`src/rtl/debounce_pkg.sv`:
```
// Shared types and helpers for the multi-channel debouncer.
//   db_state_t : per-channel debounce state
//   cnt_width  : width of the per-channel tick counter for a given stability length
//   db_level   : Moore decode of a state into the debounced level, per channel mode
package debounce_pkg;

    typedef enum logic [1:0] {
        ZERO  = 2'd0,
        WAIT1 = 2'd1,
        ONE   = 2'd2,
        WAIT0 = 2'd3
    } db_state_t;

    // Enough bits to hold 0..stable_ticks, never less than one bit.
    function automatic int unsigned cnt_width(input int unsigned stable_ticks);
        int unsigned w;
        w = $clog2(stable_ticks + 1);
        return (w < 1) ? 1 : w;
    endfunction

    // Delayed channels report the level they are settled on, so the output only
    // moves when a wait completes. Early channels report the level they have
    // committed to, so the output moves on entry to a lockout wait.
    function automatic logic db_level(input db_state_t state, input logic early);
        if (early)
            return (state == WAIT1) || (state == ONE);
        return (state == ONE) || (state == WAIT0);
    endfunction

endpackage

```
`src/rtl/db_tick_gen.sv`:
```
// Shared debounce timebase.
//   clk   : system clock
//   reset : synchronous, active-high; restarts the divider at zero
//   tick  : high for one cycle every TICK_DIV cycles (every cycle when TICK_DIV == 1)
module db_tick_gen #(
    parameter int unsigned TICK_DIV = 1_000_000
) (
    input  logic clk,
    input  logic reset,
    output logic tick
);

    localparam int unsigned CW = (TICK_DIV > 1) ? $clog2(TICK_DIV) : 1;
    localparam logic [CW-1:0] LAST = CW'(TICK_DIV - 1);

    logic [CW-1:0] count;

    always_ff @(posedge clk) begin
        if (reset)
            count <= '0;
        else if (count == LAST)
            count <= '0;
        else
            count <= count + CW'(1);
    end

    assign tick = (count == LAST);

endmodule

```
`src/rtl/multi_ch_debouncer.sv`:
```
// N-channel switch debouncer with a shared tick timebase.
// Each channel synchronises its raw input, runs its own debounce FSM in either
// delayed mode (output follows a stable input) or early mode (output follows the
// first edge, then ignores the input for a lockout period), and produces
// registered level and edge outputs.
//   clk   : system clock, all logic on posedge
//   reset : synchronous, active-high
//   sw    : raw asynchronous switch inputs, one per channel
//   db    : debounced level per channel, registered
//   rise  : one-cycle pulse in the cycle db goes 0->1
//   fall  : one-cycle pulse in the cycle db goes 1->0
module multi_ch_debouncer
    import debounce_pkg::*;
#(
    parameter int unsigned     N_CH         = 4,
    parameter int unsigned     TICK_DIV     = 1_000_000,
    parameter int unsigned     STABLE_TICKS = 3,
    parameter logic [N_CH-1:0] EARLY_MODE   = '0
) (
    input  logic            clk,
    input  logic            reset,
    input  logic [N_CH-1:0] sw,
    output logic [N_CH-1:0] db,
    output logic [N_CH-1:0] rise,
    output logic [N_CH-1:0] fall
);

    localparam int unsigned      CNT_W    = cnt_width(STABLE_TICKS);
    // A wait completes on the tick that would bring cnt up to STABLE_TICKS.
    localparam logic [CNT_W-1:0] CNT_LAST = CNT_W'(STABLE_TICKS - 1);

    logic tick;

    db_tick_gen #(
        .TICK_DIV(TICK_DIV)
    ) u_tick_gen (
        .clk  (clk),
        .reset(reset),
        .tick (tick)
    );

    for (genvar ch = 0; ch < N_CH; ch++) begin : g_ch
        localparam logic EARLY = EARLY_MODE[ch];

        logic             sync1;
        logic             sync2;
        db_state_t        state;
        logic [CNT_W-1:0] cnt;
        logic             db_next;
        logic             db_q;
        logic             rise_q;
        logic             fall_q;

        always_ff @(posedge clk) begin
            if (reset) begin
                sync1 <= 1'b0;
                sync2 <= 1'b0;
            end else begin
                sync1 <= sw[ch];
                sync2 <= sync1;
            end
        end

        assign db_next = db_level(state, EARLY);

        // db lags state by one register; rise/fall compare the level about to be
        // loaded against the current one, so they coincide with the db change.
        always_ff @(posedge clk) begin
            if (reset) begin
                state  <= ZERO;
                cnt    <= '0;
                db_q   <= 1'b0;
                rise_q <= 1'b0;
                fall_q <= 1'b0;
            end else begin
                db_q   <= db_next;
                rise_q <= db_next & ~db_q;
                fall_q <= ~db_next & db_q;

                case (state)
                    ZERO: begin
                        if (sync2) begin
                            state <= WAIT1;
                            cnt   <= '0;
                        end
                    end

                    WAIT1: begin
                        // A reversal beats a coincident tick; early mode never reverses.
                        if (!EARLY && !sync2) begin
                            state <= ZERO;
                        end else if (tick) begin
                            if (cnt == CNT_LAST) begin
                                state <= ONE;
                                cnt   <= '0;
                            end else begin
                                cnt <= cnt + CNT_W'(1);
                            end
                        end
                    end

                    ONE: begin
                        if (!sync2) begin
                            state <= WAIT0;
                            cnt   <= '0;
                        end
                    end

                    WAIT0: begin
                        if (!EARLY && sync2) begin
                            state <= ONE;
                        end else if (tick) begin
                            if (cnt == CNT_LAST) begin
                                state <= ZERO;
                                cnt   <= '0;
                            end else begin
                                cnt <= cnt + CNT_W'(1);
                            end
                        end
                    end

                    default: begin
                        state <= ZERO;
                        cnt   <= '0;
                    end
                endcase
            end
        end

        assign db[ch]   = db_q;
        assign rise[ch] = rise_q;
        assign fall[ch] = fall_q;
    end

endmodule

```
`config.mk`:
```
export PLATFORM = sky130hd
export DESIGN_NAME = multi_ch_debouncer
export DESIGN_NICKNAME = d
export VERILOG_FILES = /design/src/rtl/debounce_pkg.sv /design/src/rtl/db_tick_gen.sv /design/src/rtl/multi_ch_debouncer.sv
export SDC_FILE = /design/constraint.sdc
export NUM_CORES = 1
export LEC_CHECK = 0
export ABC_AREA = 1
export CAP_MARGIN = 20
export CORE_ASPECT_RATIO = 1.75
export CORE_MARGIN = 2
export CORE_UTILIZATION = 40
export CTS_BUF_LIST = sky130_fd_sc_hd__clkbuf_8
export DETAILED_ROUTE_END_ITERATION = 10
export HOLD_SLACK_MARGIN = 0.1
export MAX_ROUTING_LAYER = met4
export PLACE_DENSITY = 0.64
export SYNTH_ARGS = -nofsm -noshare
export SYNTH_HDL_FRONTEND = slang
export SYNTH_SLANG_ARGS = --single-unit
```
`constraint.sdc`:
```
create_clock -name clk -period 1.7 [get_ports clk]
set_clock_uncertainty 0.05 [all_clocks]
set_input_delay 0.34 -clock clk [delete_from_list [all_inputs] [get_ports clk]]
set_output_delay 0.34 -clock clk [all_outputs]
set_load 0.01 [all_outputs]
```
==> impl_metrics.tcl <==
set metrics [dict create \
    outcome "complete, no violations" \
    cts_sinks 56 \
    cp_num_buf_inv 1 \
    fmax_mhz 623 \
    max_slew_margin_pct 74.7 \
    synth_cell_types 28 \
    dr.pass1.iters 4 \
    arrival_ns 1.22 \
    port-buffer-count 17 \
    path_cells "clkdlybuf4s50_1" \
    p_clk_share_pct 36.5 \
    area_growth_pct 13.5 \
    root_buffer "clkbuf_8" \
    drtAntennaViolNets 0 \
    synth_area_sq_um 2430 \
    postSynthCellCount 331 \
    vias 1954 \
    clock_latency_ns 0.30 \
    worst_pin_slew_ns 0.379 \
    clk_pin_slew_ns 0.10 \
    combPwrFrac_pct 5.5 \
    layout-drive-gt1-share_pct 9.57 \
    synth-seq-area-share_pct 46.2 \
    setup.worst_path.class "flip-flop to output port" \
    avgSynthCellArea_sq_um 7.34 \
    first_global_vias 1975 \
    layout_common_cells "nand2_1 (71), dfxtp_1 (56), nor2_1 (55)" \
    initial_core_util_pct 41.3 \
    critPathMaxFanout 3 \
    worst_setup_path_end_kind "output port" \
    power_density_nw_per_um2 856 \
    pin_count 18 \
    swShare_pct 21.8 \
    period_share_pct 94.4 \
    leakagePower_uw 0.00110 \
    nets 351 \
    track_usage_pct 14.6 \
    cts_resized 0 \
    grt_antenna_before_repair 0 \
    finalHoldViolations 0 \
    crit_required_ns 1.31 \
    synth-seq-cells 56 \
    critPathSlowestCell "clkdlybuf4s50_1" \
    cts_tree "done" \
    period_needed_ns 1.61 \
    critical-path-top-delay-family "buffers and inverters" \
    cts_buffers 5 \
    fin_total_pwr_uw 2360 \
    p_seq_share_pct 58.1 \
    hp-class "flip-flop to flip-flop" \
    die_area_sq_um 6740 \
    drv_cap 0 \
    hold_buffers 0 \
    setup_viol 0 \
    internal_power_uw 1850 \
    cts_setup_buffers 0 \
    irDropWorstVdd_uv 564 \
    slew_viol_final 0 \
    critical-path-max-stage-delay_ns 0.55 \
    fill_cells 615 \
    switchingPower_uw 513 \
    grt_pass1_wl_mm 7.79 \
    hpwl_mm 3.18 \
    diodes 0 \
    fin_hold_ws_ns 0.360 \
    overflow 0 \
    die_y_um 107 \
    drt-total-wl_mm 4.22 \
    cts_buffer_depth 2 \
    ys_warn_count 0 \
    drtIter0Drc 69 \
    synth_nets 338 \
    h-tree-depth 2 \
    floorplan.core_area_sq_um 5880 \
    final_common_cell "nand2_1" \
    avgRoutedWirePerCell_um 9.98 \
    fp.dieW_um 62.9 \
    floorplan.rows 37 \
    crit_path_start_kind "flip-flop" \
    globalplace.congestion 0.878 \
    viasPerCell 4.62 \
    grt_start_max_net_pins 21 \
    drc 0 \
]
==> power groups by stage <==
stage / sequential [uW] / clock (uW) / combinational (uW)
CTS: 1370 / 902 / 131
finish: 1370 / 861 / 129
floorplan: 1400 / 0 / 92.0
global route: 1380 / 943 / 149
global placement: 1400 / 0 / 128
detailed placement: 1400 / 0 / 131
==> stage by stage <==
stage,setup slack [ns],instance area (sq um),utilization (%),cells,setup TNS (ns)
finish,0.0945,2760,46.9,423,0
global route,-0.00543,2760,46.9,423,-0.00543
global placement,0.152,2640,44.9,415,0
CTS,0.0746,2750,46.8,423,0
floorplan,0.256,2430,-,331,0
detailed placement,0.109,2640,44.9,415,0
==> worst paths after layout <==
| check | slack [ns] | from | depth (start not counted) | end |
|---|---|---|---|---|
| max | 0.09 | g_ch[0].db_q | 1 | db[0] |
| min reg2reg | 0.36 | g_ch[2].sync1 | 2 | g_ch[2].sync2 |
| max reg2reg | 0.13 | u_tick_gen.count[1] | 6 | u_tick_gen.count[14] |
| min | 0.36 | g_ch[2].sync1 | 2 | g_ch[2].sync2 |
==> cells by family (layout without fill, tap and decap cells) <==
| family | after synthesis | after routing | share of synthesized area, % |
|---|---|---|---|
| simple gates | 180 | 180 | 33.4 |
| xor+xnor | 10 | 10 | 3.61 |
| flops | 56 | 56 | 46.2 |
| buf+inv | 61 | 75 | 11.6 |
| compound gates | 23 | 23 | 4.74 |
| fa+ha+maj | 1 | 1 | 0.515 |
==> routing by layer <==
layer / share of wire, % / up-vias / track usage (%)
met4: 4.1 / 0 / 8.57
met5: 0 / - / -
met3: 2.3 / 15 / 2.20
met1: 40 / 876 / 13.2
li1: - / 1033 / -
met2: 54 / 30 / 28.1
==> synthesized netlist by cell type <==
cell	n	share of area [%]
dfxtp_1	56	46
or3_1	1	0.26
nand3_2	1	0.41
inv_1	40	6.2
nor3_2	1	0.41
inv_2	4	0.62
ha_1	1	0.52
xnor2_1	2	0.72
nand3_1	21	4.3
nand3_4	1	0.72
nor2_2	5	1.3
and3_1	1	0.26
nor3b_1	1	0.31
o21ai_0	5	1.0
a21oi_1	18	3.7
buf_4	14	4.3
or2_2	1	0.26
nor2_4	1	0.46
xor2_1	8	2.9
nor2_1	56	8.7
nand4_1	5	1.3
nand2_2	3	0.77
nand3b_1	3	0.93
nor3b_2	1	0.52
nor3_1	5	1.0
nand2_1	71	11
clkbuf_1	3	0.46
or2_0	2	0.52
==> state kept, by name, indices dropped and copies added, names as in the netlist, named ones only <==
register	cells
g_ch.db_q	4
g_ch.sync1	4
g_ch.state	4
g_ch.fall_q	4
g_ch.cnt	8
u_tick_gen.count	20
g_ch.rise_q	4
g_ch.sync2	4
==> cell type report <==
class,count,area [sq um],share of cell area (%)
flip-flops and latches,56,1120,40.7
inverters,44,165,5.99
repair buffers,23,228,8.26
clock inverters,3,42.5,1.54
clock buffers,5,68.8,2.50
well taps,78,97.6,3.54
multi-input cells,214,1030,37.5
No activity file was read; power rests on OpenSTA's default activity.
